[src/rtl/trsq8_pkg.sv]
// Shared TRSQ8 definitions: instruction constants, skip-select codes and the
// fetch-stage run/halt state encoding.
package trsq8_pkg;

  localparam int          INSTR_W   = 15;
  localparam logic [14:0] NOP_INSTR = 15'h0000;

  typedef enum logic [1:0] {
    SK_NONE = 2'b00,
    SK_Z    = 2'b01,
    SK_C    = 2'b10
  } sk_sel_e;

  typedef enum logic {
    RUN  = 1'b0,
    HALT = 1'b1
  } seq_state_e;

  function automatic logic skip_taken(input logic [1:0] sel, input logic z, input logic c);
    return ((sel == SK_Z) && z) || ((sel == SK_C) && c);
  endfunction

endpackage

[src/rtl/sequencer_if.sv]
// Return-stack port bundle between the sequencer (master) and return_stack (slave).
// push/pop are single-cycle strobes acted on at the next rising edge, never both high;
// top/full/empty always reflect the current registered stack contents.
interface sequencer_if #(
  parameter int PC_WIDTH = 10
);
  import trsq8_pkg::*;

  logic                push;
  logic                pop;
  logic [PC_WIDTH-1:0] push_addr;
  logic [PC_WIDTH-1:0] top;
  logic                full;
  logic                empty;

  modport master (output push, output pop, output push_addr,
                  input  top,  input  full, input  empty);
  modport slave  (input  push, input  pop, input  push_addr,
                  output top,  output full, output empty);

endinterface

[src/rtl/sequencer_return_stack.sv]
// Circular hardware return stack: a push when full overwrites the oldest entry,
// a pop when empty leaves the stack untouched (the caller flags the underflow).
module return_stack #(
  parameter int PC_WIDTH    = 10,
  parameter int STACK_DEPTH = 4
) (
  input  logic      clk_i,
  input  logic      rst_i,
  sequencer_if.slave stk
);

  localparam int                PTR_W    = $clog2(STACK_DEPTH);
  localparam logic [PTR_W-1:0]  PTR_ONE  = 1;
  localparam logic [PTR_W:0]    CNT_ONE  = 1;
  localparam logic [PTR_W:0]    CNT_FULL = (PTR_W+1)'(STACK_DEPTH);

  logic [PC_WIDTH-1:0] mem_q [STACK_DEPTH];
  logic [PTR_W-1:0]    sp_q, sp_d;
  logic [PTR_W:0]      cnt_q, cnt_d;

  // sp_q is the next free slot; once full it also points at the oldest entry.
  assign stk.full  = (cnt_q == CNT_FULL);
  assign stk.empty = (cnt_q == '0);
  assign stk.top   = mem_q[sp_q - PTR_ONE];

  always_comb begin
    sp_d  = sp_q;
    cnt_d = cnt_q;
    if (stk.push) begin
      sp_d = sp_q + PTR_ONE;
      if (!stk.full) cnt_d = cnt_q + CNT_ONE;
    end else if (stk.pop && !stk.empty) begin
      sp_d  = sp_q - PTR_ONE;
      cnt_d = cnt_q - CNT_ONE;
    end
  end

  always_ff @(posedge clk_i) begin
    if (rst_i) begin
      sp_q  <= '0;
      cnt_q <= '0;
    end else begin
      sp_q  <= sp_d;
      cnt_q <= cnt_d;
    end
  end

  always_ff @(posedge clk_i) begin
    if (stk.push) mem_q[sp_q] <= stk.push_addr;
  end

endmodule

[src/rtl/sequencer.sv]
// TRSQ8 fetch/program-flow stage: PC, ROM addressing, instruction register,
// jump/call/return/skip/halt handling and the RUN/HALT state machine.
module sequencer
  import trsq8_pkg::*;
#(
  parameter int PC_WIDTH    = 10,
  parameter int STACK_DEPTH = 4
) (
  input  logic                clk_ip,
  input  logic                rst_ip,
  input  logic                run_ip,
  output logic [PC_WIDTH-1:0] rom_addr_op,
  input  logic [14:0]         rom_data_ip,
  output logic [14:0]         instr_op,
  input  logic                jump_op,
  input  logic                return_op,
  input  logic                halt_op,
  input  logic [1:0]          sk_sel_op,
  input  logic                zero_ip,
  input  logic                carry_ip,
  output logic [PC_WIDTH-1:0] pc_op,
  output logic                halted_op,
  output logic                stack_err_op
);

  localparam logic [PC_WIDTH-1:0] PC_ONE = 1;

  seq_state_e          state_q, state_d;
  logic [PC_WIDTH-1:0] pc_q, pc_d, pc_inc;
  logic [14:0]         instr_q, instr_d;
  logic                err_q, err_d;

  sequencer_if #(.PC_WIDTH(PC_WIDTH)) stk ();

  return_stack #(
    .PC_WIDTH   (PC_WIDTH),
    .STACK_DEPTH(STACK_DEPTH)
  ) u_return_stack (
    .clk_i(clk_ip),
    .rst_i(rst_ip),
    .stk  (stk)
  );

  assign pc_inc        = pc_q + PC_ONE;
  assign stk.push_addr = pc_q;

  // pc_q always addresses the word now on rom_data_ip, so it is the return address.
  always_comb begin
    state_d  = state_q;
    pc_d     = pc_inc;
    instr_d  = rom_data_ip;
    err_d    = err_q;
    stk.push = 1'b0;
    stk.pop  = 1'b0;
    case (state_q)
      RUN: begin
        if (halt_op) begin
          state_d = HALT;
          instr_d = NOP_INSTR;
          pc_d    = pc_q;
        end else if (return_op) begin
          stk.pop = 1'b1;
          instr_d = NOP_INSTR;
          if (stk.empty) begin
            pc_d  = '0;
            err_d = 1'b1;
          end else begin
            pc_d = stk.top;
          end
        end else if (jump_op) begin
          pc_d    = instr_q[PC_WIDTH-1:0];
          instr_d = NOP_INSTR;
          if (instr_q[12]) begin
            stk.push = 1'b1;
            if (stk.full) err_d = 1'b1;
          end
        end else if (skip_taken(sk_sel_op, zero_ip, carry_ip)) begin
          instr_d = NOP_INSTR;
        end
      end
      HALT: begin
        instr_d = NOP_INSTR;
        pc_d    = pc_q;
        if (run_ip) begin
          state_d = RUN;
          instr_d = rom_data_ip;
          pc_d    = pc_inc;
        end
      end
      default: state_d = RUN;
    endcase
  end

  always_ff @(posedge clk_ip) begin
    if (rst_ip) begin
      state_q <= RUN;
      pc_q    <= '0;
      instr_q <= NOP_INSTR;
      err_q   <= 1'b0;
    end else begin
      state_q <= state_d;
      pc_q    <= pc_d;
      instr_q <= instr_d;
      err_q   <= err_d;
    end
  end

  assign rom_addr_op  = rst_ip ? '0 : pc_d;
  assign instr_op     = instr_q;
  assign pc_op        = pc_q;
  assign halted_op    = (state_q == HALT);
  assign stack_err_op = err_q;

endmodule

[config.mk]
export PLATFORM = sky130hd
export DESIGN_NAME = sequencer
export DESIGN_NICKNAME = d
export VERILOG_FILES = /design/src/rtl/trsq8_pkg.sv /design/src/rtl/sequencer_if.sv /design/src/rtl/sequencer_return_stack.sv /design/src/rtl/sequencer.sv
export SDC_FILE = /design/constraint.sdc
export NUM_CORES = 1
export LEC_CHECK = 0
export ABC_AREA = 0
export ABC_CLOCK_PERIOD_IN_PS = 4510
export BUFFER_PORTS_ARGS = -buffer_cell sky130_fd_sc_hd__clkbuf_2
export CAP_MARGIN = 25
export CORE_MARGIN = 5
export CORE_UTILIZATION = 45
export DETAILED_ROUTE_END_ITERATION = 16
export PLACE_DENSITY = 0.71
export SLEW_MARGIN = 40
export SYNTH_ARGS = -nofsm -noshare
export SYNTH_HDL_FRONTEND = slang
export SYNTH_SLANG_ARGS = --single-unit
[constraint.sdc]
create_clock -name clk_ip -period 4.51 [get_ports clk_ip]
set_input_delay 0.902 -clock clk_ip [delete_from_list [all_inputs] [get_ports clk_ip]]
set_output_delay 0.902 -clock clk_ip [all_outputs]
set_load 0.02 [all_outputs]
Yosys cells after proc, flatten, opt, wreduce, memory -nomap -nowiden
Memory sizes are Yosys's and may differ from the RTL's.
Cells that the tools add are included.
- RAM bits: 40
- input bits: 25
- latch bits: 0
- output and inout port bits: 37
- word-level logic and storage cells: 67
- memories kept: 1
- ROM bits: 0
- register bits after elaboration: 32
- memory list (memory ; depth ; bits a word ; read ports ; clocked after Yosys merged registers in ; wr ports ; RTL line ; source):
    u_return_stack.mem_q ; 4 ; 10 ; 1 ; 0 ; 1 ; sequencer_return_stack.sv:17 ; logic [PC_WIDTH-1:0] mem_q [STACK_DEPTH];
- muxes and demuxes: 36
- $mul: 0
- reductions and logical operators: 12
- div/mod/pow operators: 0
- $lt $le $gt $ge: 0
- eq/ne operators: 5
- add/sub/neg operators: 5
- shift operators: 0
- bitwise operators: 2
- operators with widths (operator ; count):
    15-bit two-way mux ; 5
    10-bit two-way mux ; 6
    15-bit one-hot mux with 2 select lines ; 1
    10-bit one-hot mux with 2 select lines ; 1
    1-bit two-way mux ; 17
    10-bit by 1-bit adder with 10-bit output, second input constant ; 1
    3-bit two-way mux ; 3
    2-bit nonzero test ; 4
    6-bit AND reduction ; 1
    2-bit two-way mux ; 2
    3-bit by 1-bit adder with 3-bit output, second input constant ; 1
    3-bit == test, second input constant ; 1
    1-bit logical AND ; 3
    3-bit logical NOT ; 1
    3-bit by 1-bit subtractor with 3-bit output, second input constant ; 1
    2-bit by 1-bit adder with 2-bit output, second input constant ; 1
    2-bit by 1-bit == test with 1-bit output, second input constant ; 1
    2-bit == test, second input constant ; 1
    2-bit by 1-bit != test with 1-bit output, second input constant ; 1
    2-bit != test, second input constant ; 1
    1-bit NOT ; 2
    1-bit one-hot mux with 2 select lines ; 1
    2-bit AND reduction ; 1
    2-bit by 1-bit subtractor with 2-bit output, second input constant ; 1
    other kinds (2) ; 2

Logic depth before layout (Yosys ltp)
Gate-level depths: netlist of run 1.
- depth in word-level cells: 8
- depth in mapped cells: 7
- depth with buffers taken out: 7

Hierarchy
A second synthesis of run 1 with hierarchy kept.
- cells, all modules: 227
- area total of the unflattened synthesis: 3011.6 um^2
- modules (own cells, without submodules) (module ; cells an instance ; sequential area each (um^2) ; instances ; area each (um^2)):
    return_stack ; 100 ; 1301.2 ; 1 ; 1828.0
    sequencer ; 127 ; 540.5 ; 1 ; 1183.6

Worst setup path before layout of run 1
Ideal clock, no wire load.
- path type: input port to output port
- start point: input halt_op
- end point: output rom_addr_op[0]
- arrival: 2.626 ns
- path buffers: 1
- required time: 3.608 ns
- slack: 0.982 ns
- cell stages on the path: 5
- path through: or2_1 -> nand2_1 -> buf_4 -> nor2_1 -> a2111oi_0
- cells in the longest elaborated chain, start to end: 3
- ends and longest elaborated chain (item ; RTL line ; source):
    start, declared ; sequencer.sv:17 ; input logic halt_op,
    10-bit two-way mux ; sequencer.sv:57 ; if (halt_op) begin
    10-bit one-hot mux with 2 select lines ; sequencer.sv:55 ; case (state_q)
    10-bit two-way mux ; - ;
    end, declared ; sequencer.sv:12 ; output logic [PC_WIDTH-1:0] rom_addr_op,
No other way between the ends.

Final worst setup path of run 1
- start point: register u_return_stack.sp_q[0]
- end point: output rom_addr_op[0]
- cells in the longest elaborated chain, start to end: 7
- ends and longest elaborated chain (item ; RTL line ; source):
    start, declared ; sequencer_return_stack.sv:18 ; logic [PTR_W-1:0] sp_q, sp_d;
    start signal, assigned ; sequencer_return_stack.sv:43 ; sp_q <= sp_d;
    2-bit by 1-bit subtractor with 2-bit output ; sequencer_return_stack.sv:24 ; assign stk.top = mem_q[sp_q - PTR_ONE];
    memory read 4 x 10 bit ; - ;
    10-bit two-way mux ; sequencer.sv:64 ; if (stk.empty) begin
    10-bit two-way mux ; sequencer.sv:61 ; end else if (return_op) begin
    10-bit two-way mux ; sequencer.sv:57 ;
    10-bit one-hot mux with 2 select lines ; sequencer.sv:55 ;
    10-bit two-way mux ; - ;
No other way between the ends.

==> results of run 1 <==
[routing by layer]
metal	vias to the layer above	global-route usage	routed length, um
li1	1073	-	-
met1	1071	0.240	3210
met2	120	0.246	3150
met3	7	0.0529	643
met4	0	0.0578	82
met5	-	0	0
[logic make-up (layout without fill, tap and decap cells)]
group / after synthesis / in the layout / share of synthesized area
AO/OA/AOI/OAI: 62 / 62 / 0.136
XOR/XNOR: 5 / 5 / 0.0137
adder cells (fa/ha/maj): 6 / 6 / 0.0258
buffers and inverters: 20 / 85 / 0.0348
flip-flops: 72 / 72 / 0.576
multiplexers: 13 / 13 / 0.0825
AND/OR/NAND/NOR: 73 / 73 / 0.132
[tightest hold or removal path, cell delays in order, from the launching register on]
cell	delay (ps)
dfxtp_1	330
a31oi_1	50
nor2_1	80
[power groups by stage]
stage | Combinational (mW) | Clock, mW | Sequential (mW)
6_report | 0.139 | 0.429 | 0.739
5_1_grt | 0.151 | 0.473 | 0.742
4_1_cts | 0.140 | 0.443 | 0.738
3_5_place_dp | 0.139 | 0 | 0.753
3_3_place_gp | 0.137 | 0 | 0.752
2_1_floorplan | 0.0775 | 0 | 0.762
[synthesized netlist by cell type, types with 7 or more instances]
library cell and count:
a211oi_1 7, a21oi_1 17, and2_1 20, dfxtp_1 32, edfxtp_1 40, inv_1 7, mux4_2 9, nand2_1 11
nor2_1 12, nor3_1 7, o21ai_0 9
[layout by cell type (no fill, tap or decap), types with 3 or more instances in the layout]
master,netlist,routed
nand2b_1,4,4
edfxtp_1,40,40
a21oi_1,17,17
o311ai_0,3,3
mux4_2,9,9
and2_1,20,20
clkbuf_2,1,61
nand3_1,3,3
inv_1,7,7
o21ai_0,9,9
nand4_1,4,4
nand2_1,11,11
nor2_1,12,12
o21a_1,5,5
a211oi_1,7,7
nor3_1,7,7
clkbuf_8,0,10
dfxtp_1,32,32
ha_1,5,5
xnor2_1,5,5
[stage by stage]
| stage | total power [mW] | setup slack, ps | hold WS, ps | utilization | area, um2 |
|---|---|---|---|---|---|
| after CTS | 1.32 | 682 | 500 | 0.540 | 3710 |
| final | 1.31 | 765 | 490 | 0.540 | 3710 |
| after global routing | 1.37 | 361 | 563 | 0.540 | 3710 |
| after floorplan | 0.840 | 982 | 546 | - | 3200 |
| after global placement | 0.890 | 975 | 467 | 0.516 | 3550 |
| after detailed placement | 0.892 | 912 | 482 | 0.516 | 3550 |
[flip-flops by register name (all words and copies together) (netlist names)]
signal	cells
stack_err_op	1
u_return_stack.mem_q	40
instr_op	15
pc_op	10
u_return_stack.sp_q	2
halted_op	1
u_return_stack.cnt_q	3
[cell type report]
class | instances | area [um2] | area share
Clock buffer | 12 | 145 | 0.0391
Clock inverter | 4 | 20.0 | 0.00539
Inverter | 7 | 26.3 | 0.00708
Multi-Input combinational cell | 159 | 1250 | 0.336
Sequential cell | 72 | 1840 | 0.496
Tap cell | 96 | 120 | 0.0324
Timing Repair Buffer | 62 | 313 | 0.0843
[worst paths after layout]
| path | from | end | cells after the start |
|---|---|---|---|
| setup / recovery | u_return_stack.sp_q[0] | rom_addr_op[0] | 7 |
| hold / removal | stack_err_op | stack_err_op | 2 |
| setup reg to reg | u_return_stack.sp_q[0] | pc_op[0] | 6 |
| hold reg to reg | stack_err_op | stack_err_op | 2 |
==> impl_metrics.tcl, run 1 <==
set metrics [dict create \
    p_per_area_nw_per_um2 352 \
    critical_path_class "register to primary output" \
    yosysWarnings 0 \
    timing.setup.tns_ps 0 \
    coreArea_um2 6870 \
    vias 2271 \
    path_cells "buf_4 > inv_1 > ha_1 > mux4_1 > a221oi_1 > a2111oi_0 > clkbuf_2" \
    synth.area.top_cells "edfxtp_1, dfxtp_1, mux4_2" \
    hold_viol 0 \
    grt_max_degree 22 \
    cts_sinks 72 \
    detail-route-antenna-nets 0 \
    synth_nets 282 \
    synth_ff_type "edfxtp_1" \
    status "complete, no violations" \
    clkTransAtPathRegs_ps 70 \
    pwr-share-seq 0.565 \
    drv_cap 0 \
    cpLargestDelayFamily "adder cells" \
    swShare 0.255 \
    hold_path.class "register to register" \
    first_pass_iters 5 \
    rsz0062_at_grt "no" \
    p_sw_mw 0.334 \
    arrival_ps 2840 \
    avgSynthCellArea_um2 12.7 \
    ctsResizeCount 0 \
    drc 0 \
    drtIter0Drc 267 \
    syn_area_um2 3200 \
    yosys_register_bits 72 \
    fin_nets 342 \
    wl_um 7090 \
    grt_overflow_total 0 \
    cp_slowest_cell "ha_1" \
    synthCells 251 \
    diodes 0 \
    dpl.cell_count 396 \
    antenna_found_initial 0 \
    worst_clock_skew_ps 5.60 \
    worst-r2r-setup-slack_ps 2120 \
    fillCellCount 587 \
    synthArstFlopShare 0 \
    end_kind "primary output" \
    synth_seq_area_share 0.576 \
    post_cts_buffers 0 \
    drv_slew 0 \
    clockRootBuffer "clkbuf_8" \
    p_clk_frac 0.328 \
    cp-start-kind "register" \
    pwr-share-comb 0.107 \
    die_h_um 94.3 \
    path_max_fanout 14 \
    grt_pass1_vias 2163 \
    setup_viol 0 \
    dieArea_um2 8900 \
    slowest_delay_ps 640 \
    port_buffers 61 \
    final_cells 412 \
    fin_crit_ps 3740 \
    io_pins 62 \
    crit_buf_inv 3 \
    required_ps 3610 \
    synth_area_leader_cell "edfxtp_1" \
    synth_top_area_frac 0.375 \
    grt_pass1_wl_um 11400 \
    die_w_um 94.3 \
    p_leak_nw 1.35 \
    vias_per_cell 5.51 \
    htree_num_levels 3 \
    gp_congestion 0.833 \
    post_drt_wl_per_cell_um 17.2 \
    vdd_drop_max_uv 230 \
    yosysUniqueCellTypes 51 \
    synth_edf_count 40 \
    cts_hold_buf 0 \
    grt_use_total 0.169 \
    std_cell_rows 30 \
    tritoncts "yes" \
    fin_crit_sh 0.830 \
    start_util 0.466 \
    maxSlewHeadroom 0.508 \
    area_delta_synth_final_pct 16.0 \
    drive_gt1_frac 0.285 \
    clockBufferDepth 2 \
    insertion_delay_ps 340 \
    cts_buffers 9 \
    p_int_mw 0.974 \
    max_freq_mhz 267 \
    worst_pin_slew_ps 737 \
    dp_hpwl_um 5120 \
]
(Power assumes the default switching activity.)
==> run 2: changes to the inputs <==
Settings changed: ABC_CLOCK_PERIOD_IN_PS 4510 to 3250, PLACE_DENSITY 0.71 to 0.74.
Clock period 4.51 ns to 3.25 ns, I/O delays scaled along.
==> impl_metrics.tcl, run 2 (same netlist as run 1, synthesis figures left out) <==
set metrics [dict create \
    swShare 0.249 \
    fin_crit_ps 3030 \
    maxSlewHeadroom 0.616 \
    io_pins 62 \
    min_from "stack_err_op" \
    vias 2293 \
    drv_slew 0 \
    gp_congestion 0.864 \
    grt_pass1_vias 2256 \
    drc 0 \
    insertion_delay_ps 340 \
    grt_overflow_total 0 \
    first_pass_iters 4 \
    drtIter0Drc 300 \
    tritoncts "yes" \
    clkTransAtPathRegs_ps 80 \
    die_h_um 94.3 \
    std_cell_rows 30 \
    dp_hpwl_um 5230 \
    antenna_found_initial 0 \
    timing.setup.tns_ps 0 \
    start_util 0.466 \
    detail-route-antenna-nets 0 \
    htree_num_levels 3 \
    critical_path_class "register to primary output" \
    drv_cap 0 \
    p_per_area_nw_per_um2 522 \
    dpl.cell_count 402 \
    final_common_cell "clkbuf_2" \
    p_clk_frac 0.385 \
    end_kind "primary output" \
    startpoint "u_return_stack.sp_q[1]" \
    rsz0062_at_grt "no" \
    required_ps 2600 \
    worst_pin_slew_ps 572 \
    cts_buffers 9 \
    fin_crit_sh 0.932 \
    fillCellCount 567 \
    drive_gt1_frac 0.317 \
    p_leak_nw 1.41 \
    grt_max_degree 22 \
    area_delta_synth_final_pct 19.4 \
    max_freq_mhz 330 \
    p_sw_mw 0.496 \
    diodes 0 \
    hold_path.class "register to register" \
    coreArea_um2 6870 \
    pwr-share-comb 0.103 \
    mostFrequentLayoutCells "clkbuf_2, edfxtp_1, dfxtp_1, and2_1, a21oi_1" \
    vias_per_cell 5.49 \
    die_w_um 94.3 \
    clockBufferDepth 2 \
    hold_viol 0 \
    post_drt_wl_per_cell_um 17.2 \
    top_register "u_return_stack.mem_q" \
    largest_reg_flops 40 \
    cp-start-kind "register" \
    grt_pass1_wl_um 11600 \
    reg2reg_from "halted_op" \
    port_buffers 61 \
    holdWs_ps 482 \
    path_max_fanout 7 \
    vdd_drop_max_uv 328 \
    pwr-share-seq 0.513 \
    clockRootBuffer "clkbuf_8" \
    grt_use_total 0.172 \
    cts_sinks 72 \
    post_cts_buffers 0 \
    fin_nets 348 \
    setup_viol 0 \
    wl_um 7170 \
    final_cells 418 \
    arrival_ps 2380 \
    dieArea_um2 8900 \
    worst_clock_skew_ps 6.45 \
    p_int_mw 1.50 \
    status "complete, no violations" \
]
==> run 2: changes by cell type in the layout (fill, tap and decap cells not counted), moves of 2 or more <==
| cell | before | now |
|---|---|---|
| buf_4 | 1 | 7 |
| bufinv_16 | 0 | 2 |
| clkbuf_1 | 2 | 0 |
| clkinv_1 | 2 | 0 |
==> run 2: power groups by stage <==
stage	logic (mW)	registers, mW	clock network [mW]
2_1_floorplan	0.108	1.06	0
3_3_place_gp	0.199	1.04	0
3_5_place_dp	0.203	1.04	0
4_1_cts	0.204	1.02	0.782
5_1_grt	0.225	1.03	0.819
6_report	0.205	1.02	0.767
==> run 2: stage by stage <==
step	utilization	setup WS, ps	area [um2]	total power [mW]
6_report	0.556	221	3820	1.99
2_1_floorplan	-	130	3200	1.17
5_1_grt	0.556	30.0	3820	2.07
3_5_place_dp	0.523	426	3590	1.25
3_3_place_gp	0.523	452	3590	1.24
4_1_cts	0.555	46.3	3810	2.01
==> run 2: repair_timing <==
| action | in CTS | in global routing |
|---|---|---|
| hold buffers | 0 | 0 |
| resized for setup | 0 | 2 |
| setup endpoints to repair | 0 | 5 |
| endpoints found under the hold margin | 0 | 0 |
==> run 2: area by class of cell <==
class | count | area [um2] | share of cell area
clock buffers | 9 | 124 | 0.0324
flip-flops and latches | 72 | 1840 | 0.482
repair buffers | 68 | 358 | 0.0937
clock inverters | 7 | 95.1 | 0.0249
multi-input cells | 159 | 1250 | 0.328
inverters | 7 | 26.3 | 0.00688
well taps | 96 | 120 | 0.0315
==> run 2: per-layer routing <==
layer,vias to the layer above,share of wire,track usage
met5,-,0,0
met4,0,0.0049,0.0445
met3,5,0.10,0.0713
met2,121,0.46,0.259
met1,1075,0.44,0.230
li1,1092,-,-
==> run 2: worst max-delay path, stage by stage (launching register included) <==
cell      delay [ps]
dfxtp_1          390
inv_1             90
ha_2             460
buf_4            200
mux4_2           230
a21oi_1           70
nor4_1           350
clkbuf_2         240
==> run 2: path summary, 6_finish.rpt <==
check	depth (start not counted)	to	slack (ps)
max	7	rom_addr_op[1]	220
max reg2reg	7	u_return_stack.cnt_q[2]	1140
min	2	stack_err_op	480
min reg2reg	2	stack_err_op	480
